**src/rtl/fifo_wr_arb.sv**
```systemverilog
// rtl/fifo_wr_arb.sv - round-robin burst arbiter for the async FIFO write port
//
// Shares one FIFO write side among NUM_REQ valid/ready requesters in the
// wr_clk domain. A grant lasts for up to MAX_BURST words. It is never
// pre-empted, and the arbiter never writes while full is high.
//
// Ports:
//   wr_clk       write-domain clock
//   rst_n        synchronous active-low reset
//   req_valid    per-requester word valid
//   req_data     packed words, requester i at [i*DATA_WIDTH +: DATA_WIDTH]
//   req_ready    per-requester accept (one-hot or zero)
//   full         FIFO full flag
//   overflow     FIFO overflow flag
//   wr_en        FIFO write enable
//   wdata        FIFO write data (0 when idle)
//   grant_id     current grant holder (meaningful while busy)
//   busy         grant active
//   err_overflow sticky overflow seen
//   stall_cnt    saturating count of granted words blocked by full
module fifo_wr_arb #(
    parameter int NUM_REQ    = 4,
    parameter int DATA_WIDTH = 8,
    parameter int MAX_BURST  = 4
) (
    input  logic                          wr_clk,
    input  logic                          rst_n,
    input  logic [NUM_REQ-1:0]            req_valid,
    input  logic [NUM_REQ*DATA_WIDTH-1:0] req_data,
    output logic [NUM_REQ-1:0]            req_ready,
    input  logic                          full,
    input  logic                          overflow,
    output logic                          wr_en,
    output logic [DATA_WIDTH-1:0]         wdata,
    output logic [$clog2(NUM_REQ)-1:0]    grant_id,
    output logic                          busy,
    output logic                          err_overflow,
    output logic [15:0]                   stall_cnt
);

    localparam int ID_W = $clog2(NUM_REQ);
    localparam int BW   = $clog2(MAX_BURST + 1);

    typedef enum logic {
        IDLE  = 1'b0,
        GRANT = 1'b1
    } state_t;

    state_t          state;
    logic [ID_W-1:0] rr_ptr;
    logic [BW-1:0]   burst_cnt;

    // Returns {found, index} of the first set bit of vec at or after start,
    // wrapping modulo NUM_REQ. Scanning from the far end lets the nearest
    // candidate overwrite earlier hits.
    function automatic logic [ID_W:0] rr_pick(input logic [NUM_REQ-1:0] vec,
                                              input logic [ID_W-1:0]    start);
        logic [ID_W:0] res;
        int            idx;
        res = '0;
        for (int k = NUM_REQ - 1; k >= 0; k--) begin
            idx = (int'(start) + k) % NUM_REQ;
            if (vec[idx]) begin
                res = {1'b1, ID_W'(idx)};
            end
        end
        return res;
    endfunction

    logic                hold_valid;
    logic                burst_last;
    logic                release_grant;
    logic [ID_W-1:0]     next_ptr;
    logic [NUM_REQ-1:0]  holder_mask;
    logic [NUM_REQ-1:0]  rearb_vec;
    logic [ID_W:0]       idle_pick;
    logic [ID_W:0]       rel_pick;

    assign busy       = (state == GRANT);
    assign hold_valid = req_valid[grant_id];
    assign wr_en      = busy && hold_valid && !full && rst_n;
    assign req_ready  = wr_en ? (NUM_REQ'(1) << grant_id) : '0;
    assign wdata      = busy ? req_data[int'(grant_id)*DATA_WIDTH +: DATA_WIDTH] : '0;

    assign burst_last    = (burst_cnt == BW'(MAX_BURST - 1));
    assign release_grant = (wr_en && burst_last) || !hold_valid;
    assign next_ptr      = (int'(grant_id) == NUM_REQ - 1) ? '0 : grant_id + 1'b1;
    assign holder_mask   = NUM_REQ'(1) << grant_id;

    // A holder that dropped valid is excluded from the re-arbitration. A holder
    // released by burst length stays eligible, but the scan starts just past
    // it, so it wins only when nobody else is valid.
    assign rearb_vec = hold_valid ? req_valid : (req_valid & ~holder_mask);
    assign idle_pick = rr_pick(req_valid, rr_ptr);
    assign rel_pick  = rr_pick(rearb_vec, next_ptr);

    always_ff @(posedge wr_clk) begin
        if (!rst_n) begin
            state        <= IDLE;
            grant_id     <= '0;
            rr_ptr       <= '0;
            burst_cnt    <= '0;
            err_overflow <= 1'b0;
            stall_cnt    <= '0;
        end else begin
            if (overflow) begin
                err_overflow <= 1'b1;
            end
            case (state)
                IDLE: begin
                    if (idle_pick[ID_W]) begin
                        state     <= GRANT;
                        grant_id  <= idle_pick[ID_W-1:0];
                        burst_cnt <= '0;
                    end
                end
                GRANT: begin
                    if (release_grant) begin
                        rr_ptr    <= next_ptr;
                        burst_cnt <= '0;
                        if (rel_pick[ID_W]) begin
                            grant_id <= rel_pick[ID_W-1:0];
                        end else begin
                            state <= IDLE;
                        end
                    end else if (wr_en) begin
                        burst_cnt <= burst_cnt + 1'b1;
                    end
                    if (hold_valid && full && stall_cnt != 16'hFFFF) begin
                        stall_cnt <= stall_cnt + 16'd1;
                    end
                end
                default: state <= IDLE;
            endcase
        end
    end

endmodule
```
**config.mk**
```make
export PLATFORM = sky130hd
export DESIGN_NAME = fifo_wr_arb
export DESIGN_NICKNAME = d
export VERILOG_FILES = /design/src/rtl/fifo_wr_arb.sv
export SDC_FILE = /design/constraint.sdc
export NUM_CORES = 1
export LEC_CHECK = 0
export CORE_MARGIN = 3
export CORE_UTILIZATION = 35
export DETAILED_ROUTE_END_ITERATION = 6
export PLACE_DENSITY_LB_ADDON = 0.2
export SLEW_MARGIN = 20
export SYNTH_ARGS = -nofsm -noshare
export SYNTH_HDL_FRONTEND = slang
export SYNTH_SLANG_ARGS = --single-unit
```
**constraint.sdc**
```tcl
create_clock -name wr_clk -period 3.06 [get_ports wr_clk]
set_clock_uncertainty 0.15 [all_clocks]
set_input_delay 0.612 -clock wr_clk [delete_from_list [all_inputs] [get_ports wr_clk]]
set_output_delay 0.612 -clock wr_clk [all_outputs]
set_load 0.05 [all_outputs]
```
==> results of run 1 <==
[through the flow]
stage	hold WS, ns	worst slack (ns)
2_1_floorplan	0.3291	0.02447
3_3_place_gp	0.2976	0.1940
3_5_place_dp	0.3057	0.1760
4_1_cts	0.3259	0.1760
5_1_grt	0.3709	0.1310
6_report	0.3182	0.1862
[layer usage]
layer  vias up  share of wire [%]  routed length (µm)
met4         0                1.3                  66
met3         6                8.6                 444
met2        69                 45                2302
met1       868                 45                2347
li1        958                  -                   -
met5         -                  0                   0
[logic make-up after synthesis]
kind of cell / Yosys count / synth area share, %
fa+ha+maj: 7 / 4.464
xor+xnor: 13 / 5.804
mux: 15 / 13.39
buf+inv: 19 / 4.082
simple gates: 102 / 31.38
compound gates: 45 / 15.37
flops: 25 / 25.51
[critical path, cell delays in order]
cell and delay (ns):
clkdlybuf4s50_1 0.42, mux4_2 0.48, and3_1 0.24, and2_1 0.21
buf_12 0.15
[synth_stat cells (2+ instances only)]
master	n
or3_1	2
nor3b_1	2
mux4_2	9
and2_1	27
xor2_1	3
o211ai_1	4
a21oi_1	12
xnor2_1	10
nand2_1	18
nand3_1	9
o21a_1	5
o21ai_0	8
ha_1	7
dfxtp_1	25
a21boi_0	2
buf_2	7
nand4_1	5
a21boi_1	2
mux2i_1	6
nor3_1	4
a21o_1	2
nand2b_1	3
clkbuf_1	5
inv_1	7
and3_1	6
nor2b_1	8
nor2_1	6
[area by class of cell]
| cell class | count | area, µm² | share of cell area, % |
|---|---|---|---|
| Inverter | 7 | 26.28 | 0.9119 |
| Tap cell | 70 | 87.58 | 3.040 |
| Clock buffer | 4 | 45.04 | 1.563 |
| Sequential cell | 25 | 500.5 | 17.37 |
| Timing Repair Buffer | 84 | 840.8 | 29.18 |
| Multi-Input combinational cell | 182 | 1381 | 47.94 |
[flip-flops by register name (all words and copies together) (netlist names)]
register / flops
stall_cnt: 16
rr_ptr: 2
busy: 1
err_overflow: 1
burst_cnt: 3
grant_id: 2
[power breakdown]
| group | internal (µW) | switching (µW) |
|---|---|---|
| registers | 349 | 32.5 |
| clock network | 93.0 | 96.9 |
| logic | 424 | 530 |
| total | 866 | 660 |
[final timing paths]
| path | from | endpoint | slack [ns] | cells past startpoint |
|---|---|---|---|---|
| worst max-delay path | req_valid[3] | req_ready[1] | 0.19 | 5 |
| worst min-delay path | err_overflow | err_overflow | 0.32 | 1 |
| worst max register to register | grant_id[0] | grant_id[0] | 0.53 | 8 |
| worst min register to register | err_overflow | err_overflow | 0.32 | 1 |
==> Flow_metrics.wiki, run 1 <==
{| class="wikitable"
! Metric !! Value
|-
| Outcome || complete, no violations
|-
| Total of max-cap violations || 0
|-
| Setup Fix Bufs, Post-CTS || 0
|-
| Dpl cells || 368
|-
| Mean Syn Cell Area || 8.681 µm²
|-
| Portion of the post-synthesis area used by sequential elements || about a quarter
|-
| Synth Register Bits || 25
|-
| DRC violation total after the first TritonRoute iteration || 81
|-
| Nets || 350
|-
| Netlist area before placement || 1962 µm²
|-
| Crit Path Max Fanout || 5
|-
| Dominant register cell in the synthesized netlist || dfxtp_1
|-
| Portion of synthesized cell area occupied by the leading cell type || approximately 26%
|-
| Area of the placeable core || 5270 µm²
|-
| Critical path type || in -> out
|-
| Total routed wirelength || 5.161 mm
|-
| Initial standard-cell utilization of the core || 37.23%
|-
| Post-route minimum period || 2.874 ns
|-
| Lkg Pwr || between 0.001 and 0.0015 µW
|-
| Hold violation count in the final report || 0
|-
| Wire length of the first global-routing pass || between 8 and 9 mm
|-
| RSZ-0062 raised after global routing || no
|-
| Cell taking the most area after synthesis || dfxtp_1
|-
| Signal arrival time at the worst endpoint || 2.11 ns
|-
| I/O pin total || 73
|-
| Post-synthesis async set-or-reset flop share || 0%
|-
| Count of hold-fix buffers inserted at cts || 0
|-
| Clock sinks || 25
|-
| Worst Hold Class || reg -> reg
|-
| Most frequent cells in the layout || clkdlybuf4s50_1, and2_1, dfxtp_1, buf_4, nand2_1
|-
| Max-slew violations || 0
|-
| Endpoint type of the worst setup path || output pin
|-
| Number of gates resized after CTS || 0
|-
| Growth of design area from synthesis to finish || 46.87%
|-
| Kind of launch point of the worst setup path || input pin
|-
| Routed length per instance || 13.87 µm
|-
| Final GP Congestion || 0.8024
|-
| Clock-pin transition on the worst setup and hold timing paths || approximately 0.080 ns
|-
| Transition time at the pin with the least slew margin || ~0.58 ns
|-
| Root buffer selected by CTS || clkbuf_8
|-
| TritonCTS buffer count || 3
|-
| Total DRC errors in the routed layout || 0
|-
| Fin Setup TNS || 0 ns
|-
| Filler cell count in the final layout || 517
|-
| Quantity of I/O buffers inserted on ports || 72
|-
| Pin count of the biggest net entering global routing || 28
|-
| Total number of vias || 1901
|-
| Number of nets with antenna violations after routing || 0
|-
| Top area cells in the synthesized netlist || dfxtp_1, mux4_2, and2_1
|-
| Most frequent standard cell in the layout excluding fill and tap cells || clkdlybuf4s50_1
|-
| Post-route clock period utilization || between 90% and 100%
|-
| Syn_nets || 273
|-
| Post-layout instance area || roughly 2900 µm²
|-
| Fraction of final layout cells sized beyond drive strength 1 || roughly 16%
|-
| # H-tree levels || 1
|-
| Global routing's busiest layer || met2
|-
| Met2 routing resource usage after global routing || 26.68%
|-
| Worst voltage drop across the vdd grid || 0.2410 mV
|-
| Clock latency at the later pin of the worst-skew pair || approximately 0.26 ns
|-
| Residual overflow from global routing || 0
|-
| Max-slew headroom at the worst pin || 61.14%
|-
| Diode insertion count for antenna repair || 0
|-
| Filler-free cell count of the finished design || 372
|-
| Count of flip-flops with a built-in enable after synthesis || 0
|-
| Max Buffers Root-to-Sink || 2
|-
| Utilization after layout || 54.68%
|-
| Combined global-route utilization of all metal layers || 15.71%
|-
| F_max || 0.3480 GHz
|-
| Number of iterations in the first detailed-routing pass || 4
|-
| Die span in y || 80.87 µm
|-
| Die footprint || roughly 6500 µm²
|-
| Post-Synthesis Cells || around 230
|-
| Distinct cell type count after synthesis || 49
|-
| Via count of the first global-routing pass || 1766
|-
| TritonCTS clock tree || done
|-
| WP data required || 2.30 ns
|-
| Number of warnings printed during yosys synthesis || 0
|-
| Per-cell via count in the routed design || 5.110
|-
| Post-DP Area || 2836 µm²
|-
| Met3 layer usage reported by global route || 4.324%
|-
| Pwr Total || 1526 µW
|-
| Cell row count || 26
|-
| Number of antenna violations at the first check in global routing || 0
|-
| Count of endpoints failing setup in the final report || 0
|-
| Global routing usage on met1 || 19.61%
|-
| PD cells || 529.6 nW/µm²
|-
| Final HPWL DP || 4.119 mm
|-
| Die width || 80.87 µm
|}
No activity file was read; power rests on OpenSTA's default activity.
==> run 2, diff against run 1 <==
CORE_MARGIN = 1.5   (was 3)
CTS_CLUSTER_SIZE = 20   (was unset)
SLEW_MARGIN = unset   (was 20)
==> Flow_metrics.wiki, run 2 (same netlist as run 1, synthesis figures left out) <==
{| class="wikitable"
! Metric !! Value
|-
| Growth of design area from synthesis to finish || 46.62%
|-
| Clock-pin transition on the worst setup and hold timing paths || 0.08 ns (about the same)
|-
| DRC violation total after the first TritonRoute iteration || 112 (+38%)
|-
| Origin of the worst setup path || req_valid[3]
|-
| Top reg by flops || stall_cnt
|-
| Critical path type || in -> out
|-
| Fraction of final layout cells sized beyond drive strength 1 || 15.28% (-0.28 points)
|-
| Worst voltage drop across the vdd grid || 0.2316 mV (-3.9%)
|-
| Total routed wirelength || 4.927 mm (-4.5%)
|-
| Most frequent standard cell in the layout excluding fill and tap cells || clkdlybuf4s50_1
|-
| F_max || 0.3459 GHz (-0.60%)
|-
| Max-slew headroom at the worst pin || 61.38% (+0.24 points)
|-
| TritonCTS clock tree || done
|-
| Diode insertion count for antenna repair || 0 (unchanged)
|-
| Nets || 349 (-0.29%)
|-
| Lkg Pwr || 0.001087 µW (-0.46%)
|-
| Flip-flop count of the largest register after layout || 16 (unchanged)
|-
| Largest regs || stall_cnt x16, burst_cnt x3
|-
| Die span in y || 77.87 µm (-3.7%)
|-
| Fin Setup TNS || 0 ns (unchanged)
|-
| Count of endpoints failing setup in the final report || 0 (unchanged)
|-
| Endpoint type of the worst setup path || output pin
|-
| Setup Fix Bufs, Post-CTS || 0 (unchanged)
|-
| Pin count of the biggest net entering global routing || 28 (unchanged)
|-
| Most frequent cells in the layout || clkdlybuf4s50_1, and2_1, dfxtp_1, buf_4, nand2_1
|-
| Routed length per instance || 13.21 µm (-4.8%)
|-
| Cell at the slowest stage of the critical path || mux4_2
|-
| Filler-free cell count of the finished design || 373 (+0.27%)
|-
| Reg2Reg Capture Point || grant_id[0]
|-
| Critical-path cell list || clkdlybuf4s50_1 > mux4_2 > and3_1 > and2_1 > buf_12
|-
| Initial standard-cell utilization of the core || 35.85% (-1.4 points)
|-
| Max-slew violations || 0 (unchanged)
|-
| Worst r2r path cells || 9 (+1)
|-
| Clock latency at the later pin of the worst-skew pair || 0.27 ns (about the same)
|-
| Die footprint || 6064 µm² (-7.3%)
|-
| # H-tree levels || 1 (unchanged)
|-
| Crit Path Max Fanout || 5 (unchanged)
|-
| Dpl cells || 369 (+0.27%)
|-
| Max Buffers Root-to-Sink || 2 (unchanged)
|-
| Via count of the first global-routing pass || 1804 (+2.2%)
|-
| Total number of vias || 1938 (+1.9%)
|-
| Pwr Total || 1513 µW (-0.88%)
|-
| Worst Hold Slack || 0.3252 ns (+0.006969 ns)
|-
| Minimum setup slack among reg-to-reg paths || 0.47 ns (-0.06 ns)
|-
| RSZ-0062 raised after global routing || no
|-
| Per-cell via count in the routed design || 5.196 (+1.7%)
|-
| Root buffer selected by CTS || clkbuf_8
|-
| Utilization after layout || 52.56% (-2.1 points)
|-
| Worst Hold Class || reg -> reg
|-
| Post-route clock period utilization || 94.48% (+0.57 points)
|-
| Number of nets with antenna violations after routing || 0 (unchanged)
|-
| WP data required || 2.30 ns (about the same)
|-
| Transition time at the pin with the least slew margin || 0.5732 ns (-0.003613 ns)
|-
| Final HPWL DP || 3.865 mm (-6.2%)
|-
| Delay of the slowest cell on the worst path || 0.49 ns (about the same)
|-
| I/O pin total || 73 (unchanged)
|-
| Critical R2R Launch || grant_id[0]
|-
| Number of gates resized after CTS || 0 (unchanged)
|-
| PD cells || 525.9 nW/µm² (-0.71%)
|-
| Wire length of the first global-routing pass || 8.431 mm (+2.8%)
|-
| Cell row count || 27 (+3.8%)
|-
| Number of iterations in the first detailed-routing pass || 4 (unchanged)
|-
| Outcome || complete, no violations
|-
| Number of antenna violations at the first check in global routing || 0 (unchanged)
|-
| Combined global-route utilization of all metal layers || 17.07% (+1.4 points)
|-
| Die width || 77.87 µm (-3.7%)
|-
| Quantity of I/O buffers inserted on ports || 72 (unchanged)
|-
| Count of hold-fix buffers inserted at cts || 0 (unchanged)
|-
| Post-route minimum period || 2.891 ns (+0.01737 ns)
|-
| Signal arrival time at the worst endpoint || 2.13 ns (+0.02 ns)
|-
| Clock sinks || 25 (unchanged)
|-
| Residual overflow from global routing || 0 (unchanged)
|-
| Total of max-cap violations || 0 (unchanged)
|-
| Hold violation count in the final report || 0 (unchanged)
|-
| Area of the placeable core || 5473 µm² (+3.8%)
|-
| TritonCTS buffer count || 3 (unchanged)
|-
| Final GP Congestion || 0.8314 (+3.6%)
|-
| Critical path destination || req_ready[3]
|-
| Total DRC errors in the routed layout || 0 (unchanged)
|-
| Kind of launch point of the worst setup path || input pin
|}
## run 2: changes by cell type in the layout (fill, tap and decap cells not counted)
cell and change:
buf_4 -1
## run 2: worst max-delay path: cells and delay by family
family                 cells  cell delay (ns)
AND/OR/NAND/NOR            2             0.45
multiplexers               1             0.49
buffers and inverters      2             0.57
## run 2: worst min path at each step
stage	start	endpoint	cells after the start
2_1_floorplan	burst_cnt[2]	burst_cnt[2]	2
3_3_place_gp	err_overflow	err_overflow	1
3_5_place_dp	err_overflow	err_overflow	1
4_1_cts	err_overflow	err_overflow	1
5_1_grt	err_overflow	err_overflow	1
6_report	err_overflow	err_overflow	1
## run 2: final cells by class
cell class / instances / area (µm²)
inverters: 7 / 26.28
flip-flops and latches: 25 / 500.5
clock buffers: 4 / 45.04
repair buffers: 83 / 833.3
fillers: 522 / 2596
well taps: 72 / 90.09
multi-input cells: 182 / 1381
## run 2: power breakdown
part	total, µW	internal [µW]	leakage [µW]	switching [µW]
clock	194	93.0	0.0000228	101
sequential	394	349	0.000203	45.2
combinational	925	413	0.000862	512
total	1510	855	0.00109	658
## run 2: metrics by stage
step | area [µm²] | setup WS, ns
6_report | 2877 | 0.1688
4_1_cts | 2877 | 0.1530
3_5_place_dp | 2831 | 0.1626
5_1_grt | 2877 | 0.09095
2_1_floorplan | 1962 | 0.02447
3_3_place_gp | 2831 | 0.1674
## run 2: metal layers
layer	routed length [µm]	global-route usage [%]	up-vias	part of all wire, %
li1	-	-	958	-
met1	2208	22.46	930	45
met2	2484	28.96	43	50
met3	183	2.824	7	3.7
met4	51	4.000	0	1.0
met5	0	0	-	0
